**src/rtl/spi_ram_loader.sv**
```systemverilog
// spi_ram_loader
//   SPI slave (mode 0, MSB first) that lets a host load and read back the
//   32x32 store shared with the Baby core, and owns the RAM port mux.
//   The Baby is held in reset while the loader owns the RAM (run = 0).
//
// Ports
//   sys_clock_i      system clock (RAM / Baby domain)
//   reset_n_i        asynchronous active-low reset
//   spi_clock_i      SCK, asynchronous, oversampled (>= 8x)
//   spi_cs_i         chip select, active low, asynchronous
//   spi_pico_i       host data in, asynchronous
//   spi_poci_o       data out to host
//   baby_ram_*_i     Baby RAM port, passed through when running
//   baby_stop_i      Baby stop lamp, readable via control register
//   baby_reset_o     reset to the Baby (= ~run)
//   ram_addr_o/ram_data_o/ram_we_o   to ram_5x32
//   ram_data_i       from ram_5x32, valid 2 cycles after address
module spi_ram_loader #(
    parameter int SYNC_STAGES = 2
) (
    input  logic        sys_clock_i,
    input  logic        reset_n_i,
    input  logic        spi_clock_i,
    input  logic        spi_cs_i,
    input  logic        spi_pico_i,
    output logic        spi_poci_o,
    input  logic [4:0]  baby_ram_addr_i,
    input  logic [31:0] baby_ram_data_i,
    input  logic        baby_ram_we_i,
    input  logic        baby_stop_i,
    output logic        baby_reset_o,
    output logic [4:0]  ram_addr_o,
    output logic [31:0] ram_data_o,
    output logic        ram_we_o,
    input  logic [31:0] ram_data_i
);

    typedef enum logic [2:0] {
        S_IDLE,
        S_CMD,
        S_WDATA,
        S_DUMMY,
        S_COMMIT,
        S_RDATA,
        S_WAIT
    } state_t;

    state_t state, state_next;

    logic [SYNC_STAGES-1:0] sck_sync, cs_sync, pico_sync;
    logic        sck_prev;
    logic        sck_s, cs_s, pico_s;
    logic        rise, fall;

    logic [5:0]  bit_cnt;
    logic [30:0] rx;        // bit 31 of the shift is never needed; the 32nd bit is taken live
    logic [6:0]  cmd;       // type bits [6:5], address [4:0]
    logic [31:0] tx;
    logic        run;
    logic        poci;
    logic [4:0]  ld_addr;
    logic [31:0] ld_data;
    logic        ld_we;

    assign sck_s  = sck_sync[SYNC_STAGES-1];
    assign cs_s   = cs_sync[SYNC_STAGES-1];
    assign pico_s = pico_sync[SYNC_STAGES-1];
    assign rise   = sck_s & ~sck_prev;
    assign fall   = ~sck_s & sck_prev;

    always_ff @(posedge sys_clock_i or negedge reset_n_i) begin
        if (!reset_n_i) begin
            sck_sync  <= '0;
            cs_sync   <= '1;
            pico_sync <= '0;
            sck_prev  <= 1'b0;
        end else begin
            sck_sync  <= {sck_sync[SYNC_STAGES-2:0], spi_clock_i};
            cs_sync   <= {cs_sync[SYNC_STAGES-2:0], spi_cs_i};
            pico_sync <= {pico_sync[SYNC_STAGES-2:0], spi_pico_i};
            sck_prev  <= sck_s;
        end
    end

    always_ff @(posedge sys_clock_i or negedge reset_n_i) begin
        if (!reset_n_i) state <= S_IDLE;
        else            state <= state_next;
    end

    always_comb begin
        state_next = state;
        if (cs_s) begin
            state_next = S_IDLE;
        end else begin
            case (state)
                S_IDLE:   state_next = S_CMD;
                S_CMD:    if (rise && bit_cnt == 6'd7)  state_next = rx[6] ? S_WDATA : S_DUMMY;
                S_WDATA:  if (rise && bit_cnt == 6'd39) state_next = S_COMMIT;
                S_DUMMY:  if (rise && bit_cnt == 6'd15) state_next = S_RDATA;
                S_COMMIT: state_next = S_WAIT;
                S_RDATA:  if (rise && bit_cnt == 6'd47) state_next = S_WAIT;
                S_WAIT:   state_next = S_WAIT;
                default:  state_next = S_IDLE;
            endcase
        end
    end

    always_ff @(posedge sys_clock_i or negedge reset_n_i) begin
        if (!reset_n_i) begin
            bit_cnt <= '0;
            rx      <= '0;
            cmd     <= '0;
            tx      <= '0;
            run     <= 1'b0;
            poci    <= 1'b0;
            ld_addr <= '0;
            ld_data <= '0;
            ld_we   <= 1'b0;
        end else begin
            ld_we <= 1'b0;

            if (cs_s) begin
                bit_cnt <= '0;
            end else if (rise) begin
                rx <= {rx[29:0], pico_s};
                if (bit_cnt != 6'd48) bit_cnt <= bit_cnt + 6'd1;
            end

            // Command byte complete: latch it and present the read address
            // early so the RAM has the whole dummy byte to respond.
            if (state == S_CMD && rise && bit_cnt == 6'd7) begin
                cmd     <= {rx[5:0], pico_s};
                ld_addr <= {rx[3:0], pico_s};
            end

            // 40th bit: commit on the same edge so a following CS high
            // cannot cancel a fully received write.
            if (state == S_WDATA && rise && bit_cnt == 6'd39) begin
                if (cmd[6:5] == 2'b00 && !run) begin
                    ld_we   <= 1'b1;
                    ld_addr <= cmd[4:0];
                    ld_data <= {rx, pico_s};
                end else if (cmd[6:5] == 2'b01) begin
                    run <= pico_s;
                end
            end

            if (state == S_DUMMY && rise && bit_cnt == 6'd15) begin
                case (cmd[6:5])
                    2'b00:   tx <= run ? '0 : ram_data_i;
                    2'b01:   tx <= {30'b0, baby_stop_i, run};
                    default: tx <= '0;
                endcase
            end

            if (cs_s) begin
                poci <= 1'b0;
            end else if (fall) begin
                if (state == S_RDATA) begin
                    poci <= tx[31];
                    tx   <= {tx[30:0], 1'b0};
                end else begin
                    poci <= 1'b0;
                end
            end
        end
    end

    always_comb begin
        if (run) begin
            ram_addr_o = baby_ram_addr_i;
            ram_data_o = baby_ram_data_i;
            ram_we_o   = baby_ram_we_i;
        end else begin
            ram_addr_o = ld_addr;
            ram_data_o = ld_data;
            ram_we_o   = ld_we;
        end
    end

    assign baby_reset_o = ~run;
    assign spi_poci_o   = poci;

endmodule
```
**config.mk**
```make
export PLATFORM = sky130hd
export DESIGN_NAME = spi_ram_loader
export DESIGN_NICKNAME = d
export VERILOG_FILES = /design/src/rtl/spi_ram_loader.sv
export SDC_FILE = /design/constraint.sdc
export NUM_CORES = 1
export LEC_CHECK = 0
export ABC_AREA = 0
export CAP_MARGIN = 20
export CORE_MARGIN = 1.5
export CORE_UTILIZATION = 42
export DETAILED_ROUTE_END_ITERATION = 8
export GPL_TIMING_DRIVEN = 0
export PLACE_DENSITY_LB_ADDON = 0.1
export SLEW_MARGIN = 20
export SYNTH_ARGS = -nofsm -noshare
export SYNTH_HDL_FRONTEND = slang
export SYNTH_SLANG_ARGS = --single-unit
```
**constraint.sdc**
```tcl
create_clock -name sys_clock_i -period 4.4 [get_ports sys_clock_i]
set_clock_uncertainty 0.2 [all_clocks]
set_input_delay 1.1 -clock sys_clock_i [delete_from_list [all_inputs] [get_ports sys_clock_i]]
set_output_delay 1.1 -clock sys_clock_i [all_outputs]
set_load 0.05 [all_outputs]
```
* Yosys cells after proc, flatten, opt, wreduce, memory -nomap -nowiden
Cells that the tools add are included.
** Cells by class
- Equal/unequal tests :: 16
- Muxes and demuxes :: 27
- Reductions and logical operators :: 23
- Add/sub/neg operators :: 1
- Bitwise operators :: 7
** Operators by type and width (number)
- 32-bit two-way mux :: 6
- 32-bit one-hot mux with 2 select lines :: 1
- 5-bit two-way mux :: 4
- 6-bit two-way mux :: 3
- 3-bit one-hot mux with 6 select lines :: 1
- 3-bit two-way mux :: 5
- 6-bit equality test, second input constant :: 2
- 3-bit inequality test, second input constant :: 4
- 1-bit logical AND :: 11
- 3-bit equality test, second input constant :: 3
- 1-bit two-way mux :: 7
- 6-bit by 1-bit adder with 6-bit output, second input constant :: 1
- 3-bit by 2-bit equality test with 1-bit output, second input constant :: 2
- 6-bit by 3-bit equality test with 1-bit output, second input constant :: 1
- 6-bit by 4-bit equality test with 1-bit output, second input constant :: 1
- 6-bit inequality test, second input constant :: 1
- 2-bit AND reduction :: 3
- 2-bit nonzero test :: 3
- 1-bit inverter :: 5
- 4-bit AND reduction :: 1
- 3-bit by 1-bit equality test with 1-bit output, second input constant :: 1
- 3-bit logical NOT :: 1
- 3-bit AND reduction :: 1
- 1-bit bitwise AND :: 2
- 4 further kinds :: 4
** Storage, ports and cells
- Logic and storage cells :: 88
- Register bits after elaboration :: 126

* Longest topological paths before layout
Gate-level depths: netlist (run 1).
- Depth in word-level cells :: 8
- Depth in mapped cells :: 7
- Mapped depth without buffers :: 5

* Least setup slack after synthesis (run 1)
No wires, ideal clock.
- Kind :: input-to-output
- From :: input port baby_ram_addr_i[0]
- To :: output port ram_addr_o[0]
- Path buffers :: 0
- Data required time :: 3.100 ns
- Slack :: 1.625 ns
- Stages :: 1
- Data arrival time :: 1.475 ns
- Cell sequence :: mux2_2
** Between the ends
- Longest elaborated chain between the ends :: 1
** RTL lines
- from (decl) :: line 27 : input logic [4:0] baby_ram_addr_i,
- 5-bit two-way mux :: line 170 : if (run) begin
- to (decl) :: line 32 : output logic [4:0] ram_addr_o,
Every way passes these cells.

* Worst setup path after layout (run 1)
- From :: register run
- To :: output port ram_addr_o[4]
** Between the ends
- Longest elaborated chain between the ends :: 1
** RTL lines
- from (decl) :: line 59 : logic run;
- from (signal assigned) :: line 144 : run <= pico_s;
- 5-bit two-way mux :: line 170
Every way passes these cells.

==> metrics.txt, run 1 <==
result of the run=finished clean; maximum clock frequency=240.4 MHz; Synth Area per Inst=roughly 13 um^2; total count of max-transition violations in the final report=0; net count after synthesis=approximately 520; number of buffers between clock root and the deepest sink=2; number of global-route vias before repair=approximately 4000; proportion of register bits with asynchronous set or reset after synthesis=between 90% and 100%; type of destination of the critical path=output port; cell depth of the worst flop-to-flop path=6; Starting Density=42.73%; overall routed net length=~12 mm; first-pass GRT wire length=20.29 mm; maximum number of pins on one net before global-route repair=70; Cell Chain, Critical Path=clkbuf_1 > clkbuf_1 > mux2_2 > clkdlybuf4s50_1; cell at the root of the clock tree=clkbuf_16; static leakage=3.510 nW; number of synthesized flops with an enable pin=0; TritonCTS clock tree=built; vias post-DR=3939; Pwr per Cell Area=345.3 nW/um^2; count of nets left with antenna violations after detail routing=0; maximum fanout along the worst path=10; Worst Path Class, Setup=reg -> out; core outline area=13140 um^2; Syn Std Cell Area=5614 um^2; Yosys reg bits=~130; DRC viols=0; number of gates given a new drive strength after cts=0; number of nets in the finished design=approximately 660; clock latency at the later pin of the worst-skew pair=0.41 ns; final setup TNS=0 ns; Worst R2R Setup Slack=1.41 ns; Yosys warning count=0; commonest non-fill, non-tap cell in the layout=dfrtp_1; total number of H-tree levels=4; crit path launch=run; Worst Path Arrival=2.86 ns; Req. time, crit path=approximately 3.1 ns; final setup violating endpoints=0; launch instance of the worst register-to-register path=bit_cnt[0]; total of max-cap violations=0; category of the worst setup path launch point=flop; port buffer count=between 100 and 150; Hold Vio Cnt, Final=0; number of cells produced by synthesis=443; Vias per Instance=5.163; post-route clock period utilization=94.55%; Routability Congestion=0.8550; DPL Wire Length=approximately 8 mm; 1st-pass router iterations=4; Clock Sink Count=126; worst stage delay on the critical path=0.73 ns; horizontal die dimension=~120 um; transition time at the pin with the least slew margin=approximately 0.89 ns; peak supply drop=0.0002344 V; Post-CTS Setup Repair Bufs=0; register area share after synthesis=56.21%; number of buffers inserted by hold repair at cts=0; floorplan die area=14070 um^2; Max-slew headroom=just over 40%; Antenna diodes=0; final worst path period need=4.160 ns; Yosys cell types=43; Routed WL per cell=~16 um; most numerous cell on the critical path=clkbuf_1; end-of-flow core utilization=between 50 and 60%; Layout Area Growth over Synthesis=33.83%; aggregate global-route resource usage=a little under a fifth; final global-route overflow total=0; total chip power=2.595 mW; worst setup path endpoint=ram_addr_o[4]; Top FF cell, synth=dfrtp_1; unrepaired setup endpoints after global routing=false; path category of the worst min-delay check=reg -> reg; DR iter-0 viols=173; cts bufs inserted=17; origin of the worst min-delay path=pico_sync[0]; endpoint of the lowest-slack register-to-register path=ld_addr[3]; highest-count cells in the layout ignoring fill and taps=dfrtp_1 (124), clkdlybuf4s50_1 (114), mux2_2 (113), nor2_1 (73), clkbuf_1 (32); cell at the slowest stage of the critical path=clkdlybuf4s50_1; final hold slack=between 0.15 and 0.2 ns; proportion of layout cells with a drive suffix above 1=25.38%; count of boundary I/O pins=around 120; antenna violations before repair=0; clock slew seen by the registers of the worst setup and hold paths=0.05 ns; floorplan row count=42; die span in y=118.6 um
[how the worst min path moves through the flow]
stage / endpoint / cells past startpoint / slack (ns)
after floorplan: pico_sync[1] / 0 / 0.13
after global placement: sck_sync[1] / 0 / 0.14
after detailed placement: sck_sync[1] / 0 / 0.14
after CTS: pico_sync[1] / 0 / 0.15
after global routing: pico_sync[1] / 0 / 0.16
final: pico_sync[1] / 0 / 0.15
[synthesized netlist by cell type, types with 2 or more instances]
cell	instances	area, um^2
or3_1	3	18.77
and3_1	2	12.51
ha_1	2	25.02
nand3_1	4	20.02
xor2_1	2	17.52
clkbuf_1	26	97.59
inv_1	5	18.77
a221oi_1	30	262.8
nand4b_1	2	17.52
nor2_1	73	274.0
nor3_1	3	15.01
dfrtp_1	124	3103
mux2_2	113	1272
nand3b_1	2	15.01
nand2b_1	2	12.51
nand2_1	7	26.28
o21ai_0	4	20.02
nor3b_1	2	15.01
dfstp_2	2	52.55
mux2_4	6	90.09
a21oi_1	7	35.03
[registers in the layout (all words and copies together), names as in the netlist]
name	count
sck_prev	1
cmd	7
sck_sync	2
run	1
state	3
tx	32
pico_sync	2
ld_addr	5
spi_poci_o	1
bit_cnt	6
cs_sync	2
ld_we	1
ld_data	32
rx	31
[metrics by stage]
step,worst slack (ns),cell area (um^2),cells
final,0.2398,7513,763
after detailed placement,0.5684,7014,735
after CTS,0.1597,7513,763
after floorplan,1.625,5614,443
after global placement,-2.859,6985,734
after global routing,0.07906,7513,763
[report_power, final]
group	internal, mW	leakage, nW	switching [mW]
Sequential	1.20	1.72	0.0427
Combinational	0.0961	1.55	0.0507
Clock	0.748	0.246	0.455
Total	2.05	3.51	0.549
[worst max-delay path, delay by kind of cell, from the launching register on]
family   cells  cell delay (ns)
flops        1             0.32
mux          1             0.42
buf+inv      3             1.70
[layer usage]
metal / vias to the layer above / wire length [um] / track usage [%]
met2: 122 / 5430 / 27.91
li1: 1867 / - / -
met3: 19 / 710 / 4.875
met4: 0 / 218 / 7.681
met1: 1931 / 5577 / 24.98
met5: - / 0 / 0
[kinds of logic (layout without fill, tap and decap cells)]
group,after synthesis,after routing,share of synthesized area (%)
flip-flops,126,126,56.21
multiplexers,120,120,24.45
AND/OR/NAND/NOR,111,111,9.294
AO/OA/AOI/OAI,48,48,6.775
buffers and inverters,33,177,2.362
XOR/XNOR,3,3,0.4681
adder cells (fa/ha/maj),2,2,0.4457
[final cells by class]
class,instances,area [um^2]
fillers,1130,5624
repair buffers,116,1180
inverters,5,18.77
plain buffers,28,113.9
clock buffers,26,489.2
well taps,176,220.2
clock inverters,2,10.01
multi-input cells,284,2326
flip-flops and latches,126,3156
(Power assumes the default switching activity.)
==> run 2, diff against run 1 <==
Settings changed: TNS_END_PERCENT from default to 10.
==> results of run 2 <==
Final layout, timing and power as in run 1 (identical DEF).
